`src/rtl/ddr_test_axil_master.sv`:
```
// AXI4-Lite initiator with one transaction in flight: cmd -> AW+W/B or AR/R -> rsp, 5-cycle minimum spacing, per-transaction timeout.
// Holds cmd_ready low until the response is consumed; optional counters under DDR_TEST_AXIL_MST_STATS_EN.
module ddr_test_axil_master #(
    parameter int ADDR_WIDTH     = 10,
    parameter int DATA_WIDTH     = 64,
    parameter int TIMEOUT_CYCLES = 1024
) (
    input  logic                    m_axi_aclk,
    input  logic                    m_axi_areset,
    input  logic                    cmd_valid,
    output logic                    cmd_ready,
    input  logic                    cmd_wr,
    input  logic [ADDR_WIDTH-1:0]   cmd_addr,
    input  logic [DATA_WIDTH-1:0]   cmd_wdata,
    input  logic [DATA_WIDTH/8-1:0] cmd_wstrb,
    output logic                    rsp_valid,
    input  logic                    rsp_ready,
    output logic [DATA_WIDTH-1:0]   rsp_rdata,
    output logic [1:0]              rsp_resp,
    output logic                    rsp_timeout,
    output logic [ADDR_WIDTH-1:0]   m_axi_awaddr,
    output logic [2:0]              m_axi_awprot,
    output logic                    m_axi_awvalid,
    input  logic                    m_axi_awready,
    output logic [DATA_WIDTH-1:0]   m_axi_wdata,
    output logic [DATA_WIDTH/8-1:0] m_axi_wstrb,
    output logic                    m_axi_wvalid,
    input  logic                    m_axi_wready,
    input  logic [1:0]              m_axi_bresp,
    input  logic                    m_axi_bvalid,
    output logic                    m_axi_bready,
    output logic [ADDR_WIDTH-1:0]   m_axi_araddr,
    output logic [2:0]              m_axi_arprot,
    output logic                    m_axi_arvalid,
    input  logic                    m_axi_arready,
    input  logic [DATA_WIDTH-1:0]   m_axi_rdata,
    input  logic [1:0]              m_axi_rresp,
    input  logic                    m_axi_rvalid,
    output logic                    m_axi_rready,
    output logic                    busy
`ifdef DDR_TEST_AXIL_MST_STATS_EN
    ,
    output logic [31:0]             wr_txn_cnt,
    output logic [31:0]             rd_txn_cnt,
    output logic [15:0]             err_cnt
`endif
);

    localparam int STRB_W = DATA_WIDTH / 8;
    localparam int CW     = (TIMEOUT_CYCLES < 2) ? 1 : $clog2(TIMEOUT_CYCLES + 1);
    localparam logic [CW-1:0] TMO = CW'(TIMEOUT_CYCLES);

    typedef enum logic [2:0] {
        IDLE    = 3'd0,
        WR      = 3'd1,
        WR_RESP = 3'd2,
        RD_ADDR = 3'd3,
        RD_DATA = 3'd4,
        RSP     = 3'd5
    } state_t;

    state_t                  state_q, state_d;
    logic                    cmd_ready_q, cmd_ready_d;
    logic                    busy_q, busy_d;
    logic [ADDR_WIDTH-1:0]   addr_q, addr_d;
    logic [DATA_WIDTH-1:0]   wdata_q, wdata_d;
    logic [STRB_W-1:0]       wstrb_q, wstrb_d;
    logic                    awvalid_q, awvalid_d;
    logic                    wvalid_q, wvalid_d;
    logic                    bready_q, bready_d;
    logic                    arvalid_q, arvalid_d;
    logic                    rready_q, rready_d;
    logic                    rsp_valid_q, rsp_valid_d;
    logic [DATA_WIDTH-1:0]   rsp_rdata_q, rsp_rdata_d;
    logic [1:0]              rsp_resp_q, rsp_resp_d;
    logic                    rsp_timeout_q, rsp_timeout_d;
    logic [CW-1:0]           tmo_cnt_q, tmo_cnt_d;
    logic                    expire;
    logic                    take_tmo;
    logic                    aw_done, w_done;

    always_comb begin
        state_d       = state_q;
        cmd_ready_d   = cmd_ready_q;
        addr_d        = addr_q;
        wdata_d       = wdata_q;
        wstrb_d       = wstrb_q;
        awvalid_d     = awvalid_q;
        wvalid_d      = wvalid_q;
        bready_d      = bready_q;
        arvalid_d     = arvalid_q;
        rready_d      = rready_q;
        rsp_valid_d   = rsp_valid_q;
        rsp_rdata_d   = rsp_rdata_q;
        rsp_resp_d    = rsp_resp_q;
        rsp_timeout_d = rsp_timeout_q;
        tmo_cnt_d     = tmo_cnt_q;
        expire        = 1'b0;
        take_tmo      = 1'b0;
        aw_done       = 1'b0;
        w_done        = 1'b0;

        // Saturating counter; expiry is the cycle in which it reaches the limit.
        if (TIMEOUT_CYCLES != 0 && state_q != IDLE && state_q != RSP) begin
            if (tmo_cnt_q != TMO) begin
                tmo_cnt_d = tmo_cnt_q + 1'b1;
            end
            expire = (tmo_cnt_d == TMO);
        end

        case (state_q)
            IDLE: begin
                cmd_ready_d = 1'b1;
                if (cmd_valid && cmd_ready_q) begin
                    addr_d      = cmd_addr;
                    wdata_d     = cmd_wdata;
                    wstrb_d     = cmd_wstrb;
                    cmd_ready_d = 1'b0;
                    tmo_cnt_d   = '0;
                    if (cmd_wr) begin
                        state_d   = WR;
                        awvalid_d = 1'b1;
                        wvalid_d  = 1'b1;
                    end else begin
                        state_d   = RD_ADDR;
                        arvalid_d = 1'b1;
                    end
                end
            end
            WR: begin
                aw_done = !awvalid_q || m_axi_awready;
                w_done  = !wvalid_q || m_axi_wready;
                if (awvalid_q && m_axi_awready) awvalid_d = 1'b0;
                if (wvalid_q && m_axi_wready)   wvalid_d  = 1'b0;
                if (aw_done && w_done) begin
                    state_d  = WR_RESP;
                    bready_d = 1'b1;
                end else if (expire) begin
                    take_tmo = 1'b1;
                end
            end
            WR_RESP: begin
                if (m_axi_bvalid) begin
                    bready_d      = 1'b0;
                    rsp_valid_d   = 1'b1;
                    rsp_rdata_d   = '0;
                    rsp_resp_d    = m_axi_bresp;
                    rsp_timeout_d = 1'b0;
                    state_d       = RSP;
                end else if (expire) begin
                    take_tmo = 1'b1;
                end
            end
            RD_ADDR: begin
                if (m_axi_arready) begin
                    arvalid_d = 1'b0;
                    rready_d  = 1'b1;
                    state_d   = RD_DATA;
                end else if (expire) begin
                    take_tmo = 1'b1;
                end
            end
            RD_DATA: begin
                if (m_axi_rvalid) begin
                    rready_d      = 1'b0;
                    rsp_valid_d   = 1'b1;
                    rsp_rdata_d   = m_axi_rdata;
                    rsp_resp_d    = m_axi_rresp;
                    rsp_timeout_d = 1'b0;
                    state_d       = RSP;
                end else if (expire) begin
                    take_tmo = 1'b1;
                end
            end
            RSP: begin
                // cmd_ready stays low for one IDLE cycle after the response is taken.
                if (rsp_ready) begin
                    rsp_valid_d = 1'b0;
                    state_d     = IDLE;
                end
            end
            default: begin
                state_d = IDLE;
            end
        endcase

        if (take_tmo) begin
            awvalid_d     = 1'b0;
            wvalid_d      = 1'b0;
            bready_d      = 1'b0;
            arvalid_d     = 1'b0;
            rready_d      = 1'b0;
            rsp_valid_d   = 1'b1;
            rsp_rdata_d   = '0;
            rsp_resp_d    = 2'b10;
            rsp_timeout_d = 1'b1;
            state_d       = RSP;
        end

        busy_d = (state_d != IDLE);
    end

    always_ff @(posedge m_axi_aclk) begin
        if (m_axi_areset) begin
            state_q       <= IDLE;
            cmd_ready_q   <= 1'b1;
            busy_q        <= 1'b0;
            addr_q        <= '0;
            wdata_q       <= '0;
            wstrb_q       <= '0;
            awvalid_q     <= 1'b0;
            wvalid_q      <= 1'b0;
            bready_q      <= 1'b0;
            arvalid_q     <= 1'b0;
            rready_q      <= 1'b0;
            rsp_valid_q   <= 1'b0;
            rsp_rdata_q   <= '0;
            rsp_resp_q    <= 2'b00;
            rsp_timeout_q <= 1'b0;
            tmo_cnt_q     <= '0;
        end else begin
            state_q       <= state_d;
            cmd_ready_q   <= cmd_ready_d;
            busy_q        <= busy_d;
            addr_q        <= addr_d;
            wdata_q       <= wdata_d;
            wstrb_q       <= wstrb_d;
            awvalid_q     <= awvalid_d;
            wvalid_q      <= wvalid_d;
            bready_q      <= bready_d;
            arvalid_q     <= arvalid_d;
            rready_q      <= rready_d;
            rsp_valid_q   <= rsp_valid_d;
            rsp_rdata_q   <= rsp_rdata_d;
            rsp_resp_q    <= rsp_resp_d;
            rsp_timeout_q <= rsp_timeout_d;
            tmo_cnt_q     <= tmo_cnt_d;
        end
    end

    assign cmd_ready     = cmd_ready_q;
    assign busy          = busy_q;
    assign rsp_valid     = rsp_valid_q;
    assign rsp_rdata     = rsp_rdata_q;
    assign rsp_resp      = rsp_resp_q;
    assign rsp_timeout   = rsp_timeout_q;
    assign m_axi_awaddr  = addr_q;
    assign m_axi_awprot  = 3'b000;
    assign m_axi_awvalid = awvalid_q;
    assign m_axi_wdata   = wdata_q;
    assign m_axi_wstrb   = wstrb_q;
    assign m_axi_wvalid  = wvalid_q;
    assign m_axi_bready  = bready_q;
    assign m_axi_araddr  = addr_q;
    assign m_axi_arprot  = 3'b000;
    assign m_axi_arvalid = arvalid_q;
    assign m_axi_rready  = rready_q;

`ifdef DDR_TEST_AXIL_MST_STATS_EN
    logic        is_wr_q, is_wr_d;
    logic [31:0] wr_txn_cnt_q, wr_txn_cnt_d;
    logic [31:0] rd_txn_cnt_q, rd_txn_cnt_d;
    logic [15:0] err_cnt_q, err_cnt_d;
    logic        rsp_hs;

    always_comb begin
        rsp_hs       = rsp_valid_q && rsp_ready;
        is_wr_d      = is_wr_q;
        wr_txn_cnt_d = wr_txn_cnt_q;
        rd_txn_cnt_d = rd_txn_cnt_q;
        err_cnt_d    = err_cnt_q;
        if (state_q == IDLE && cmd_valid && cmd_ready_q) begin
            is_wr_d = cmd_wr;
        end
        if (rsp_hs) begin
            if (is_wr_q) wr_txn_cnt_d = wr_txn_cnt_q + 32'd1;
            else         rd_txn_cnt_d = rd_txn_cnt_q + 32'd1;
            if (rsp_resp_q != 2'b00 && err_cnt_q != 16'hFFFF) begin
                err_cnt_d = err_cnt_q + 16'd1;
            end
        end
    end

    always_ff @(posedge m_axi_aclk) begin
        if (m_axi_areset) begin
            is_wr_q      <= 1'b0;
            wr_txn_cnt_q <= '0;
            rd_txn_cnt_q <= '0;
            err_cnt_q    <= '0;
        end else begin
            is_wr_q      <= is_wr_d;
            wr_txn_cnt_q <= wr_txn_cnt_d;
            rd_txn_cnt_q <= rd_txn_cnt_d;
            err_cnt_q    <= err_cnt_d;
        end
    end

    assign wr_txn_cnt = wr_txn_cnt_q;
    assign rd_txn_cnt = rd_txn_cnt_q;
    assign err_cnt    = err_cnt_q;
`endif

endmodule

```
`config.mk`:
```
export PLATFORM = sky130hd
export DESIGN_NAME = ddr_test_axil_master
export DESIGN_NICKNAME = d
export VERILOG_FILES = /design/src/rtl/ddr_test_axil_master.sv
export SDC_FILE = /design/constraint.sdc
export NUM_CORES = 1
export LEC_CHECK = 0
export ABC_CLOCK_PERIOD_IN_PS = 2700
export CAP_MARGIN = 20
export CORE_MARGIN = 5
export CORE_UTILIZATION = 42
export CTS_CLUSTER_SIZE = 16
export DETAILED_ROUTE_END_ITERATION = 8
export PLACE_DENSITY = 0.81
export SYNTH_ARGS = -nofsm -noshare
export SYNTH_HDL_FRONTEND = slang
export SYNTH_SLANG_ARGS = --single-unit
```
`constraint.sdc`:
```
create_clock -name m_axi_aclk -period 2.7 [get_ports m_axi_aclk]
set_clock_uncertainty 0.05 [all_clocks]
set_input_delay 0.405 -clock m_axi_aclk [delete_from_list [all_inputs] [get_ports m_axi_aclk]]
set_output_delay 0.405 -clock m_axi_aclk [all_outputs]
set_load 0.02 [all_outputs]
```
==> results.sh, run 1 <==
export IMPL_coreArea_um2=17200
export IMPL_grt_usage_pct=22.3
export IMPL_worstPathArrival_ps=2620
export IMPL_place_congestion=0.895
export IMPL_final_cell_mix="325 x clkdlybuf4s50_1, 180 x nand2_1, 171 x dfxtp_1, 92 x a21oi_1, 68 x nor2b_1"
export IMPL_nFillCells=1428
export IMPL_synth_top_area_cell="dfxtp_1"
export IMPL_synth_area_um2=7330
export IMPL_die_area_um2=20200
export IMPL_netlist_area_leader_share_pct=46.7
export IMPL_synth_distinct_cells=54
export IMPL_numCtsBuffers=17
export IMPL_synth_edf_count=0
export IMPL_cp_required_ps=2930
export IMPL_fin_crit_sh_pct=88.6
export IMPL_setup_viol=0
export IMPL_powerDensity_nw_per_um2=595
export IMPL_drtIter0Drc=589
export IMPL_layout_nets=1294
export IMPL_vias_per_cell=5.20
export IMPL_slowest_stage="dfxtp_1"
export IMPL_synth_area_per_cell_um2=8.47
export IMPL_cp_start_kind="flop"
export IMPL_fmax_mhz=418
export IMPL_wirelength_mm=23.6
export IMPL_drt_pass1_iter_count=5
export IMPL_ctsResizeCount=0
export IMPL_grt_pass1_vias=6662
export IMPL_rsz0062_at_grt="no"
export IMPL_ys_seq_elements=171
export IMPL_critPathKind="reg2reg"
export IMPL_grt_overflow_total=0
export IMPL_hold_viol=0
export IMPL_hold_class="in2reg"
export IMPL_syn_inst=865
export IMPL_post_cts_buffers=0
export IMPL_grt_pass1_wl_mm=36.2
export IMPL_postPlaceCellArea_um2=10600
export IMPL_drv_cap=0
export IMPL_cp_cell_sequence="ha_1 -> nand2_1 -> or2_2 -> a221oi_2 -> o22a_2 -> buf_12 -> a211oi_1"
export IMPL_initial_utilization_pct=42.7
export IMPL_detail_route_antenna_nets=0
export IMPL_min_period_ps=2390
export IMPL_clockRootBuffer="clkbuf_16"
export IMPL_row_count=48
export IMPL_ys_top_cells_by_area="dfxtp_1 47%, nand2_1 9.3%, a211oi_1 6.4%"
export IMPL_synthArstFlopShare_pct=0
export IMPL_ys_warn_count=0
export IMPL_final_area_um2=11200
export IMPL_outcome="finished clean"
export IMPL_grt_max_degree=91
export IMPL_final_common_cell="clkdlybuf4s50_1"
export IMPL_ir_drop_mv=0.442
export IMPL_ys_flop_type="dfxtp_1"
export IMPL_vias=7130
export IMPL_die_height_um=142
export IMPL_ctsLongestPathBuffers=2
export IMPL_slew_violations=0
export IMPL_dp_hpwl_mm=16.6
export IMPL_htreeDepth=4
export IMPL_antenna_found_initial=0
export IMPL_fp_dieW_um=142
export IMPL_crit_path_max_fanout=75
export IMPL_crit_path_end_kind="flop"
export IMPL_clock_sinks=171
export IMPL_slowest_delay_ps=430
export IMPL_n_antenna_cell=0
export IMPL_area_delta_synth_final_pct=52.2
export IMPL_cts_tree="built"
export IMPL_dp_cells=1338
export IMPL_tightest_slew_ps=568
export IMPL_io_pin_count=333
export IMPL_portBuffers=326
export IMPL_final_cells=1370
export IMPL_clk_insertion_delay_late_ps=420
export IMPL_hold_buffers=0
export IMPL_final_setup_tns_ps=0
export IMPL_wire_per_inst_um=17.2
export IMPL_leakage_nw=3.93
export IMPL_slew_headroom_pct=62.1
export IMPL_post_route_drc_count=0
export IMPL_clk_pin_slew_ps=70
export IMPL_drive_gt1_share_pct=6.11
export IMPL_seq_area_frac_synth_pct=46.7
[sequential cells by signal, indices dropped and copies added, names as in the netlist, 2 cells and up]
register	flops
m_axi_araddr	10
m_axi_wdata	64
rsp_rdata	64
m_axi_wstrb	8
rsp_resp	2
tmo_cnt_q	11
state_q	3
[through the flow]
| stage | setup WS (ps) | power [mW] | hold WS, ps | utilization [%] |
|---|---|---|---|---|
| floorplan | 660 | 3.55 | 466 | - |
| global placement | 243 | 4.23 | 390 | 61.5 |
| detailed placement | 209 | 4.25 | 396 | 61.5 |
| CTS | 324 | 6.69 | 251 | 64.9 |
| global route | 149 | 6.94 | 270 | 64.9 |
| finish | 308 | 6.64 | 267 | 64.9 |
[power by group]
part / internal (mW) / leakage [nW] / switching (mW)
combinational: 0.663 / 2.26 / 0.761
sequential: 2.67 / 1.39 / 0.0986
clock: 1.40 / 0.284 / 1.04
total: 4.74 / 3.93 / 1.90
[worst max-delay path: cells and delay by family (launching register included)]
| family | cells | cell delay, ps |
|---|---|---|
| DFF | 1 | 430 |
| adders and majority gates | 1 | 260 |
| buffers and inverters | 1 | 300 |
| and+or+nand+nor | 2 | 470 |
| AOI/OAI and AO/OA | 3 | 690 |
[synth_stat cells, types with 2 or more instances]
master	number
a31oi_1	66
xnor2_1	6
clkbuf_1	45
buf_6	3
buf_8	4
a211oi_1	62
dfxtp_1	171
nand4_1	2
xor2_1	6
and3_1	6
and3b_1	2
nand2b_1	3
inv_1	9
and2_1	5
a31o_2	5
mux2i_1	4
buf_1	6
o21ai_0	7
ha_1	2
nand3_1	8
nand2_1	181
buf_2	20
nand3b_1	2
a21oi_1	92
nor2_1	19
nor3b_1	2
a22oi_1	2
a211oi_2	10
buf_4	19
nor3_1	4
o311ai_1	2
nor2b_1	68
[cells by family (layout without fill, tap and decap cells)]
kind of cell               after synthesis  after routing  share of synthesized area [%]
AOI/OAI and AO/OA                      259            259                           23.1
xor gates and xnor gates                12             12                           1.43
adders and majority gates                2              2                          0.342
buffers and inverters                  107            382                           7.94
DFF                                    171            171                           46.7
muxes                                    5              5                          0.700
other                                    1              6                         0.0512
and+or+nand+nor                        308            308                           19.7
[layer usage]
layer / part of all wire (%) / vias up / global-route usage, %
li1: - / 3514 / -
met1: 41 / 3289 / 28.1
met2: 48 / 284 / 36.0
met3: 8.4 / 43 / 7.09
met4: 2.8 / 0 / 7.83
met5: 0 / - / 0
[area by class of cell]
class	count	area [um^2]	area share, %
clock buffer	20	447	4.00
clock inverter	12	136	1.22
inverter	9	33.8	0.303
multi-input combinational	592	3360	30.1
sequential	171	3420	30.7
tap	225	282	2.52
timing repair buffer	341	3470	31.1
[path summary, 6_finish.rpt]
check | start | slack, ps | to | cells past startpoint
setup / recovery | tmo_cnt_q[0]$_SDFF_PP0_ | 310 | rsp_rdata[60]$_SDFFE_PP0P_ | 7
hold / removal | m_axi_areset | 270 | rsp_rdata[8]$_SDFFE_PP0P_ | 2
setup reg to reg | tmo_cnt_q[0]$_SDFF_PP0_ | 310 | rsp_rdata[60]$_SDFFE_PP0P_ | 7
hold reg to reg | m_axi_wdata[36]$_SDFFE_PP0P_ | 400 | m_axi_wdata[36]$_SDFFE_PP0P_ | 2
Power figures use the tool's default switching activity.
==> inputs of run 2 (changes only) <==
==> config.mk (replaced) <==
export PLATFORM = sky130hd
export DESIGN_NAME = ddr_test_axil_master
export DESIGN_NICKNAME = d
export VERILOG_FILES = /design/src/rtl/ddr_test_axil_master.sv
export SDC_FILE = /design/constraint.sdc
export NUM_CORES = 1
export LEC_CHECK = 0
export ABC_CLOCK_PERIOD_IN_PS = 2200
export CAP_MARGIN = 20
export CORE_MARGIN = 3
export CORE_UTILIZATION = 38
export CTS_CLUSTER_SIZE = 16
export DETAILED_ROUTE_END_ITERATION = 8
export PLACE_DENSITY = 0.77
export SYNTH_ARGS = -nofsm -noshare
export SYNTH_HDL_FRONTEND = slang
export SYNTH_SLANG_ARGS = --single-unit
export TNS_END_PERCENT = 5
==> constraint.sdc (replaced) <==
create_clock -name m_axi_aclk -period 2.2 [get_ports m_axi_aclk]
set_clock_uncertainty 0.05 [all_clocks]
set_input_delay 0.33 -clock m_axi_aclk [delete_from_list [all_inputs] [get_ports m_axi_aclk]]
set_output_delay 0.33 -clock m_axi_aclk [all_outputs]
set_load 0.02 [all_outputs]
==> run 2 against run 1 <==
  * Maximum frequency increased by 14%
  * Final cell count grew 4.2%
  * Cell area grew 3.3%
  * Via count rose by 0.70%
  * Non-clock buffer count rose by 22
  * Register-to-register slack worse by 210 ps
  * First-iteration DRC count is 15% lower
  * Total power increased by 26%
  * Critical path depth fell by 1
  * Worst setup slack got worse by 210 ps
  * Hold slack lost 7.2 ps
==> results.sh, run 2 (synthesis gave the netlist of run 1 again) <==
export IMPL_post_cts_buffers=0
export IMPL_powerDensity_nw_per_um2=727
export IMPL_reg2reg_depth=6
export IMPL_clock_sinks=171
export IMPL_wire_per_inst_um=16.7
export IMPL_tightest_slew_ps=515
export IMPL_cp_start_kind="flop"
export IMPL_cts_tree="built"
export IMPL_drive_gt1_share_pct=8.40
export IMPL_worstPathArrival_ps=2420
export IMPL_grt_pass1_vias=6399
export IMPL_detail_route_antenna_nets=0
export IMPL_postPlaceCellArea_um2=10800
export IMPL_final_cell_mix="325 x clkdlybuf4s50_1, 180 x nand2_1, 169 x dfxtp_1, 92 x a21oi_1, 68 x nor2b_1"
export IMPL_clockRootBuffer="clkbuf_16"
export IMPL_grt_max_degree=86
export IMPL_portBuffers=326
export IMPL_slew_headroom_pct=65.7
export IMPL_ctsLongestPathBuffers=2
export IMPL_fp_dieW_um=145
export IMPL_numCtsBuffers=17
export IMPL_htreeDepth=4
export IMPL_coreArea_um2=18800
export IMPL_place_congestion=0.839
export IMPL_final_area_um2=11500
export IMPL_initial_utilization_pct=38.9
export IMPL_pre_cts_ws_ps=-140
export IMPL_leakage_nw=4.08
export IMPL_ir_drop_mv=0.524
export IMPL_holdPathEnd="m_axi_wdata[38]$_SDFFE_PP0P_"
export IMPL_outcome="finished clean"
export IMPL_hold_buffers=0
export IMPL_drt_pass1_iter_count=5
export IMPL_grt_overflow_total=0
export IMPL_vias=7180
export IMPL_r2r_slack_ps=100
export IMPL_wirelength_mm=23.9
export IMPL_n_antenna_cell=0
export IMPL_fin_crit_sh_pct=95.4
export IMPL_vias_per_cell=5.03
export IMPL_post_route_drc_count=0
export IMPL_antenna_found_initial=0
export IMPL_drtIter0Drc=503
export IMPL_r2r_end="rsp_timeout$_SDFFE_PP0P_"
export IMPL_critPathKind="reg2reg"
export IMPL_hold_class="in2reg"
export IMPL_min_period_ps=2100
export IMPL_dp_hpwl_mm=16.6
export IMPL_grt_pass1_wl_mm=34.4
export IMPL_row_count=50
export IMPL_fmax_mhz=477
export IMPL_worstHoldStart="m_axi_areset"
export IMPL_crit_path_max_fanout=17
export IMPL_area_delta_synth_final_pct=57.3
export IMPL_whs_ps=260
export IMPL_clk_pin_slew_ps=70
export IMPL_die_height_um=145
export IMPL_setup_viol=0
export IMPL_setup_slack_ps=102
export IMPL_timing_rr_start="tmo_cnt_q[5]$_SDFF_PP0_"
export IMPL_layout_nets=1316
export IMPL_min_path_cells=2
export IMPL_drv_cap=0
export IMPL_hold_viol=0
export IMPL_io_pin_count=333
export IMPL_clk_insertion_delay_late_ps=430
export IMPL_crit_path_end_kind="flop"
export IMPL_slew_violations=0
export IMPL_multi_input_area_um2=3400
export IMPL_die_area_um2=21000
export IMPL_final_setup_tns_ps=0
export IMPL_final_common_cell="clkdlybuf4s50_1"
export IMPL_grt_usage_pct=20.5
export IMPL_nFillCells=1582
export IMPL_cp_required_ps=2520
export IMPL_seq_area_um2=3430
-- run 2: cell types whose count changed in the layout (fill, tap and decap cells not counted), moves of 2 or more --
cell,change
buf_4,+14
buf_12,+4
buf_6,+2
clkinv_4,+3
clkinv_2,-3
dfxtp_1,-2
dfxtp_2,+2
clkbuf_16,+2
-- run 2: timing repair --
action                                  CTS  global route
gates resized for setup                   1             9
pin swaps                                 0             3
endpoints found under the setup margin    3            75
cloned                                    0             3
-- run 2: area by class of cell --
cell class / instances / share of cell area (%)
Timing Repair Buffer: 363 / 32.4
Sequential cell: 171 / 29.7
Multi-Input combinational cell: 592 / 29.5
Clock buffer: 19 / 3.76
Tap cell: 260 / 2.82
Clock inverter: 13 / 1.57
Inverter: 9 / 0.293
-- run 2: critical path, cell delays in order, from the launching register on --
cell and delay [ps]:
dfxtp_1 360, and4_1 280, a311o_1 410, a221oi_4 280
o22a_4 300, clkbuf_16 220, a31o_2 150
-- run 2: per-stage QoR --
step,instances,power (mW),utilization [%]
6_report,1427,8.38,61.2
5_1_grt,1427,8.72,61.2
3_5_place_dp,1392,5.26,57.4
4_1_cts,1424,8.45,60.7
2_1_floorplan,870,4.36,-
3_3_place_gp,1392,5.24,57.4
-- run 2: power by group --
group          leakage (nW)  internal (mW)  switching, mW
combinational          2.40          0.862          0.950
clock                 0.297           1.82           1.34
sequential             1.39           3.28          0.122
total                  4.08           5.97           2.42
-- run 2: worst max path at each step --
stage / startpoint / to / slack, ps / cells past startpoint
after floorplan: tmo_cnt_q[0]$_SDFF_PP0_ / rsp_rdata[18]$_SDFFE_PP0P_ / 160 / 8
after global placement: m_axi_wready / rsp_rdata[2]$_SDFFE_PP0P_ / -90 / 8
after detailed placement: m_axi_wready / rsp_rdata[0]$_SDFFE_PP0P_ / -140 / 8
after CTS: tmo_cnt_q[0]$_SDFF_PP0_ / rsp_rdata[35]$_SDFFE_PP0P_ / 50 / 7
after global routing: tmo_cnt_q[0]$_SDFF_PP0_ / rsp_rdata[9]$_SDFFE_PP0P_ / -2 / 7
final: tmo_cnt_q[5]$_SDFF_PP0_ / rsp_timeout$_SDFFE_PP0P_ / 100 / 6
-- run 2: routing by layer --
layer	up-vias	global-route usage [%]	share of wire (%)
met5	-	0	0
li1	3564	-	-
met4	0	5.69	1.6
met3	24	6.15	7.2
met1	3340	26.5	42
met2	252	33.4	49
